[config.mk]
export PLATFORM = sky130hd
export DESIGN_NAME = sccb_slave
export DESIGN_NICKNAME = d
export VERILOG_FILES = /design/src/rtl/sccb_slave.sv
export SDC_FILE = /design/constraint.sdc
export NUM_CORES = 1
export LEC_CHECK = 0
export CORE_AREA = 2 2 79 81
export CTS_CLUSTER_DIAMETER = 30
export DETAILED_ROUTE_END_ITERATION = 12
export DIE_AREA = 0 0 81 83
export PLACE_DENSITY = 0.7
export SETUP_SLACK_MARGIN = 0.02
export SLEW_MARGIN = 15
export SYNTH_ARGS = -nofsm -noshare
export SYNTH_HDL_FRONTEND = slang
export SYNTH_SLANG_ARGS = --single-unit
[constraint.sdc]
create_clock -name clk -period 2.7 [get_ports clk]
set_input_delay 0.405 -clock clk [delete_from_list [all_inputs] [get_ports clk]]
set_output_delay 0.405 -clock clk [all_outputs]
set_load 0.02 [all_outputs]
[src/rtl/sccb_slave.sv]
// sccb_slave: SCCB/I2C-style register slave with 16-bit register pointer and byte read/write.
// Optional SCCB_SLAVE_AUTOINC_EN: post-increment reg_addr after each write and each master-ACKed read byte.
module sccb_slave #(
   parameter logic [6:0] DEV_ID = 7'h3C
) (
   input  logic        clk,
   input  logic        rstn,
   input  logic        scl_in,
   input  logic        sda_in,
   output logic        sda_oe,
   output logic [15:0] reg_addr,
   output logic [7:0]  reg_wdata,
   output logic        reg_we,
   input  logic [7:0]  reg_rdata,
   output logic        busy
);
   typedef enum logic [3:0] {
      IDLE, DEVID, DEVID_ACK, ADDR_H, ADDR_H_ACK, ADDR_L, ADDR_L_ACK,
      WDATA, WDATA_ACK, RDATA, RDATA_NA, IGNORE
   } state_t;

   state_t      state_q, state_d;
   logic [1:0]  scl_sync_q, scl_sync_d, sda_sync_q, sda_sync_d;
   logic        scl_p_q, scl_p_d, sda_p_q, sda_p_d;
   logic [3:0]  cnt_q, cnt_d;
   logic [7:0]  sh_q, sh_d;
   logic        rw_q, rw_d, oe_q, oe_d, we_q, we_d, busy_q, busy_d;
   logic [15:0] addr_q, addr_d;
   logic [7:0]  wdata_q, wdata_d;
   logic        scl_s, sda_s, rise, fall, start, stop, last;

   assign scl_s = scl_sync_q[1];
   assign sda_s = sda_sync_q[1];
   assign rise  = scl_s & ~scl_p_q;
   assign fall  = ~scl_s & scl_p_q;
   assign start = scl_s & scl_p_q & sda_p_q & ~sda_s;
   assign stop  = scl_s & scl_p_q & ~sda_p_q & sda_s;
   assign last  = cnt_q == 4'd7;

   always_comb begin
      scl_sync_d = {scl_sync_q[0], scl_in};
      sda_sync_d = {sda_sync_q[0], sda_in};
      scl_p_d    = scl_s;
      sda_p_d    = sda_s;
      state_d    = state_q;
      cnt_d      = cnt_q;
      sh_d       = sh_q;
      rw_d       = rw_q;
      oe_d       = oe_q;
      addr_d     = addr_q;
      wdata_d    = wdata_q;
      we_d       = 1'b0;
      busy_d     = busy_q;
`ifdef SCCB_SLAVE_AUTOINC_EN
      if (we_q) addr_d = addr_q + 16'd1;
`endif
      if (start || stop) begin
         state_d = start ? DEVID : IDLE;
         cnt_d   = 4'd0;
         oe_d    = 1'b0;
         busy_d  = 1'b0;
      end else if (rise) begin
         if (state_q inside {DEVID, ADDR_H, ADDR_L, WDATA}) begin
            sh_d  = {sh_q[6:0], sda_s};
            cnt_d = last ? 4'd0 : cnt_q + 4'd1;
         end
         case (state_q)
            DEVID: if (last) begin
               state_d = (sh_d[7:1] == DEV_ID) ? DEVID_ACK : IGNORE;
               busy_d  = sh_d[7:1] == DEV_ID;
               rw_d    = sda_s;
            end
            ADDR_H: if (last) begin
               addr_d[15:8] = sh_d;
               state_d      = ADDR_H_ACK;
            end
            ADDR_L: if (last) begin
               addr_d[7:0] = sh_d;
               state_d     = ADDR_L_ACK;
            end
            WDATA: if (last) begin
               wdata_d = sh_d;
               we_d    = 1'b1;
               state_d = WDATA_ACK;
            end
            RDATA: cnt_d = cnt_q + 4'd1;
            RDATA_NA: if (sda_s) state_d = IGNORE;
            else begin
               cnt_d = 4'd1;
`ifdef SCCB_SLAVE_AUTOINC_EN
               addr_d = addr_q + 16'd1;
`endif
            end
            default: ;
         endcase
      end else if (fall) begin
         case (state_q)
            DEVID_ACK, ADDR_H_ACK, ADDR_L_ACK, WDATA_ACK: if (!oe_q) oe_d = 1'b1;
            else begin
               // ACK just ended: pick the next byte phase
               oe_d    = 1'b0;
               state_d = state_q == ADDR_H_ACK ? ADDR_L : state_q == DEVID_ACK ? ADDR_H : WDATA;
               if (state_q == DEVID_ACK && rw_q) begin
                  sh_d    = reg_rdata;
                  oe_d    = ~reg_rdata[7];
                  cnt_d   = 4'd0;
                  state_d = RDATA;
               end
            end
            RDATA: if (cnt_q == 4'd8) begin
               oe_d    = 1'b0;
               cnt_d   = 4'd0;
               state_d = RDATA_NA;
            end else begin
               oe_d = ~sh_q[6];
               sh_d = {sh_q[6:0], 1'b0};
            end
            RDATA_NA: if (cnt_q != 4'd0) begin
               sh_d    = reg_rdata;
               oe_d    = ~reg_rdata[7];
               cnt_d   = 4'd0;
               state_d = RDATA;
            end
            default: ;
         endcase
      end
   end

   always_ff @(posedge clk or negedge rstn) begin
      if (!rstn) begin
         state_q    <= IDLE;
         scl_sync_q <= 2'b11;
         sda_sync_q <= 2'b11;
         scl_p_q    <= 1'b1;
         sda_p_q    <= 1'b1;
         cnt_q      <= 4'd0;
         sh_q       <= 8'h00;
         rw_q       <= 1'b0;
         oe_q       <= 1'b0;
         addr_q     <= 16'h0000;
         wdata_q    <= 8'h00;
         we_q       <= 1'b0;
         busy_q     <= 1'b0;
      end else begin
         state_q    <= state_d;
         scl_sync_q <= scl_sync_d;
         sda_sync_q <= sda_sync_d;
         scl_p_q    <= scl_p_d;
         sda_p_q    <= sda_p_d;
         cnt_q      <= cnt_d;
         sh_q       <= sh_d;
         rw_q       <= rw_d;
         oe_q       <= oe_d;
         addr_q     <= addr_d;
         wdata_q    <= wdata_d;
         we_q       <= we_d;
         busy_q     <= busy_d;
      end
   end

   assign sda_oe    = oe_q;
   assign reg_addr  = addr_q;
   assign reg_wdata = wdata_q;
   assign reg_we    = we_q;
   assign busy      = busy_q;
endmodule

Yosys cells after proc, flatten, opt, wreduce, memory -nomap -nowiden
Index checks and enable logic that the tools add are counted.
- bitwise logic cells: 14
- multiplexer cells: 56
- equality and inequality tests: 29
- reductions and logical operators: 23
- $add $sub $neg: 1
- operator list (kind ; number):
    2-to-1 mux 4 bit ; 23
    2-to-1 mux 8 bit ; 9
    inequality test 4 bit, second input constant ; 9
    one-hot mux 4 bit (3 select lines) ; 2
    one-hot mux 8 bit (3 select lines) ; 1
    equality test 4 x 3 -> 1 bit, second input constant ; 5
    one-hot mux 4 bit (5 select lines) ; 1
    AND reduction 4 bit ; 5
    equality test 4 bit, second input constant ; 4
    2-to-1 mux 1 bit ; 16
    nonzero test 4 bit ; 4
    inequality test 3 bit, second input constant ; 5
    AND reduction 11 bit ; 1
    nonzero test 2 bit ; 5
    equality test 4 x 2 -> 1 bit, second input constant ; 2
    one-hot mux 4 bit (2 select lines) ; 1
    AND 1 bit ; 7
    equality test 7 x 6 -> 1 bit, second input constant ; 1
    inequality test 7 x 1 -> 1 bit, second input constant ; 1
    inverter 1 bit ; 7
    AND reduction 7 bit ; 1
    2-to-1 mux 3 bit ; 2
    AND reduction 6 bit ; 1
    nonzero test 5 bit ; 1
    9 further kinds ; 9
- output and inout bits: 27
- flip-flop bits (word level): 50
- input port bits: 12
- logic and storage cells: 137

Longest topological paths before layout
- depth in word-level cells: 11
- mapped depth: 8
- depth with buffers taken out: 7

Worst setup path after synthesis
OpenSTA, ideal clock, no wires.
- kind: reg2reg
- from: register scl_sync_q[1]
- to: register state_q[0]
- path slack: 0.630 ns
- arrival: 1.943 ns
- cell stages (with the launch flop): 7
- buffers on the path: 0
- cell sequence: dfstp_2 inv_1 ha_1 a31oi_1 o2111ai_2 a21oi_1 mux2_1
- word-level cells in the longest chain between the ends: 6
- elaborated cells between the ends (all ways): 24
- RTL lines (what ; RTL line ; text):
    start: declaration ; 23 ; logic [1:0] scl_sync_q, scl_sync_d, sda_sync_q, sda_sync_d;
    start signal: assignment ; 146 ; scl_sync_q <= scl_sync_d;
    AND 1 bit ; 36, 37 ;
    AND 1 bit, on equally long branches (2 in a row) ; 36, 37 ;
    logical OR 1 bit ; 57 ; if (start || stop) begin
    inequality test 7 x 1 -> 1 bit (no line), or another cell as far along ; -- ;
    AND reduction 11 bit (no line) ; -- ;
    end signal: assignment ; 145 ; state_q <= state_d;
    end: declaration ; 22 ; state_t state_q, state_d;
Several ways; a longest one is shown, not always the timed one.
A chain may end at the register's enable or synchronous reset.

Worst setup path after layout
Ends and elaborated chain as after synthesis.

==> run summary <==
Mapped Nets: 303
nets@finish: 341
register area share after synthesis: 0.446
CP Class: reg2reg
worst path required time: 2.90 ns
core box area: 5820 um^2
global-route wire length before repair: 11800 um
synth warn: 0
leakage: 0.00141 uW
Slew headroom: 0.591
GRT Residual Overflow: 0
Final Power: 2690 uW
Reg power frac: 0.404
Antenna Cells: 0
Int Pwr: 1640 uW
CTS tree: done
Routed WL: 6760 um
die height: 83 um
num rows: 28
DR vias/cell: 5.78
fmax: 0.434 GHz
IO Port Bufs: 38
GRT Total Usage: 0.225
postcts setup bufs: 0
fin worst setup slack: 0.398 ns
Crit. End Element: register
ys async rst share: 1.00
hold_buf cts: 0
clock buffer depth: 2
Worst VDD drop: 0.549 mV
H-tree depth: 2
Yosys reg bits: 50
Worst Skew: 0.0108 ns
Placer Congestion: 0.895
Layout area overhead: 19.4%
root buffer cell: clkbuf_8
die area: 6720 um^2
hold crit path type: in2async
Max Slew Vio Count: 0
PwrDens: 799 nW/um^2
DRC violations left: 0
RSZ-0062 raised after global routing: false
sw frac: 0.390
Arrival @ worst endpoint: 2.51 ns
worst-path fanout max: 6
Post-Syn Instances: 286
Starting DRT DRC Count: 251
synthesized cell area: 2820 um^2
CTS resizes: 0
vias post-DR: 2313
slowest CP cell: dfstp_2
Die X: 81 um
min Tclk post-route: 2.30 ns
drt first pass iters: 4
Comb pwr share: 0.383
DRT antenna net count: 0
final setup fails: 0
status: complete, no violations
Starting Density: 0.485
CTS buffer count: 5
initial antenna violation count: 0
Top Ports: 39
pin count of the biggest net entering global routing: 46
layout cell share with drive strength beyond 1: 0.132
Fin. Hold Viols: 0
Slew @ Worst Pin: 0.613 ns
Sink Count: 50
critical-path cell list: inv_1 > ha_1 > a31oi_1 > o2111ai_2 > a21oi_1 > mux2_1
CP startpoint kind: register
vias in the first global route: 2417
Avg WL per Cell: 16.9 um
pre-CTS setup slack: 0.418 ns
Total Neg Setup Slack: 0 ns
prevailing post-synth register cell: dfrtp_1
Final HPWL DP: 4750 um
distinct cell type count after synthesis: 61
final period utilization: 0.852
number of flops mapped to enable cells by yosys: 0
Post-DP Area: 3250 um^2
Clock power frac: 0.213
syn avg cell area: 9.87 um^2
clk_lat worst skew: 0.31 ns
R2R Setup Slk: 0.40 ns
Max-Cap Viols: 0
Max stage delay on crit path: 0.56 ns
Worst-path clk slew: 0.10 ns
post-route cell area: 3370 um^2
switching power: 1050 uW
==> critical path: cells and delay by family, from the launching register on <==
family          cells  cell delay, ns
compound gates      3            0.79
mux                 1            0.36
fa+ha+maj           1            0.43
buf+inv             1            0.05
flops               1            0.56
==> registers in the layout (all words and copies together), names as in the netlist, 2 cells and up <==
| register | flops |
|---|---|
| reg_addr | 16 |
| reg_wdata | 8 |
| sda_sync_q | 2 |
| sh_q | 8 |
| state_q | 4 |
| scl_sync_q | 2 |
| cnt_q | 4 |
==> final timing paths <==
path,from,end,depth (start not counted)
worst max-delay path,scl_sync_q[1],state_q[0],6
worst min-delay path,rstn,cnt_q[2],1
worst max register to register,scl_sync_q[1],state_q[0],6
worst min register to register,scl_sync_q[0],scl_sync_q[1],0
max in group asynchronous,rstn,scl_p_q,2
min in group clk,scl_sync_q[0],scl_sync_q[1],0
==> cell usage in the layout (no fill, tap or decap), types with 3 or more instances in the layout <==
cell / n
dfstp_2: 6
nand3b_1: 4
nor2b_1: 9
a21oi_1: 9
o21ai_0: 34
o22ai_1: 9
clkbuf_8: 6
buf_4: 11
ha_1: 5
o211ai_1: 4
mux2i_1: 11
dfrtp_1: 44
nand2b_1: 5
nor2_1: 9
and4bb_2: 3
clkdlybuf4s50_1: 37
nand2_1: 39
nand3_1: 5
a2bb2oi_1: 7
o32ai_1: 3
inv_1: 11
==> cell usage after synthesis, types with 3 or more instances <==
master,instances,share of area
nand3b_1,4,0.011
nand2_1,39,0.052
o32ai_1,3,0.0093
dfrtp_1,44,0.39
inv_1,11,0.015
nand2b_1,5,0.011
a21oi_1,9,0.016
buf_2,3,0.0053
nand3_1,5,0.0089
clkbuf_1,6,0.0080
mux2i_1,11,0.039
dfstp_2,6,0.056
o22ai_1,9,0.020
buf_6,6,0.024
o211ai_1,4,0.011
ha_1,5,0.022
a2bb2oi_1,7,0.022
o21ai_0,34,0.060
nor2b_1,9,0.020
nor2_1,9,0.012
and4bb_2,3,0.013
==> layer usage <==
| metal | track usage | vias up | wire (um) |
|---|---|---|---|
| met5 | 0 | - | 0 |
| met2 | 0.339 | 64 | 3130 |
| met3 | 0.0435 | 12 | 359 |
| met4 | 0.100 | 0 | 144 |
| met1 | 0.311 | 1124 | 3120 |
| li1 | - | 1113 | - |
==> cell type report <==
| class | instances | area [um^2] |
|---|---|---|
| inverter | 12 | 45.0 |
| sequential | 50 | 1260 |
| multi-input combinational | 207 | 1400 |
| clock buffer | 6 | 82.6 |
| fill | 531 | 2440 |
| tap | 75 | 93.8 |
| timing repair buffer | 48 | 453 |
| clock inverter | 2 | 38.8 |
==> power groups by stage <==
stage                     logic (uW)  clock network, uW  registers [uW]
after floorplan                  904                  0             978
after global placement          1020                  0            1090
after detailed placement        1020                  0            1100
after CTS                       1030                591            1080
after global routing            1140                621            1110
final                           1030                573            1090
==> cell families after synthesis <==
group	Yosys count	share of synthesized area
AOI/OAI and AO/OA	91	0.224
xor gates and xnor gates	1	0.00310
muxes	14	0.0523
buffers and inverters	29	0.0585
adders and majority gates	5	0.0222
DFF	50	0.446
and+or+nand+nor	96	0.194
==> stage by stage <==
stage	hold WS, ns	utilization	std cells
after CTS	0.290	0.579	400
after detailed placement	0.347	0.558	392
after floorplan	0.109	-	286
after global placement	0.346	0.558	392
after global routing	0.130	0.580	400
final	0.0709	0.580	400
No activity file was read; power rests on OpenSTA's default activity.
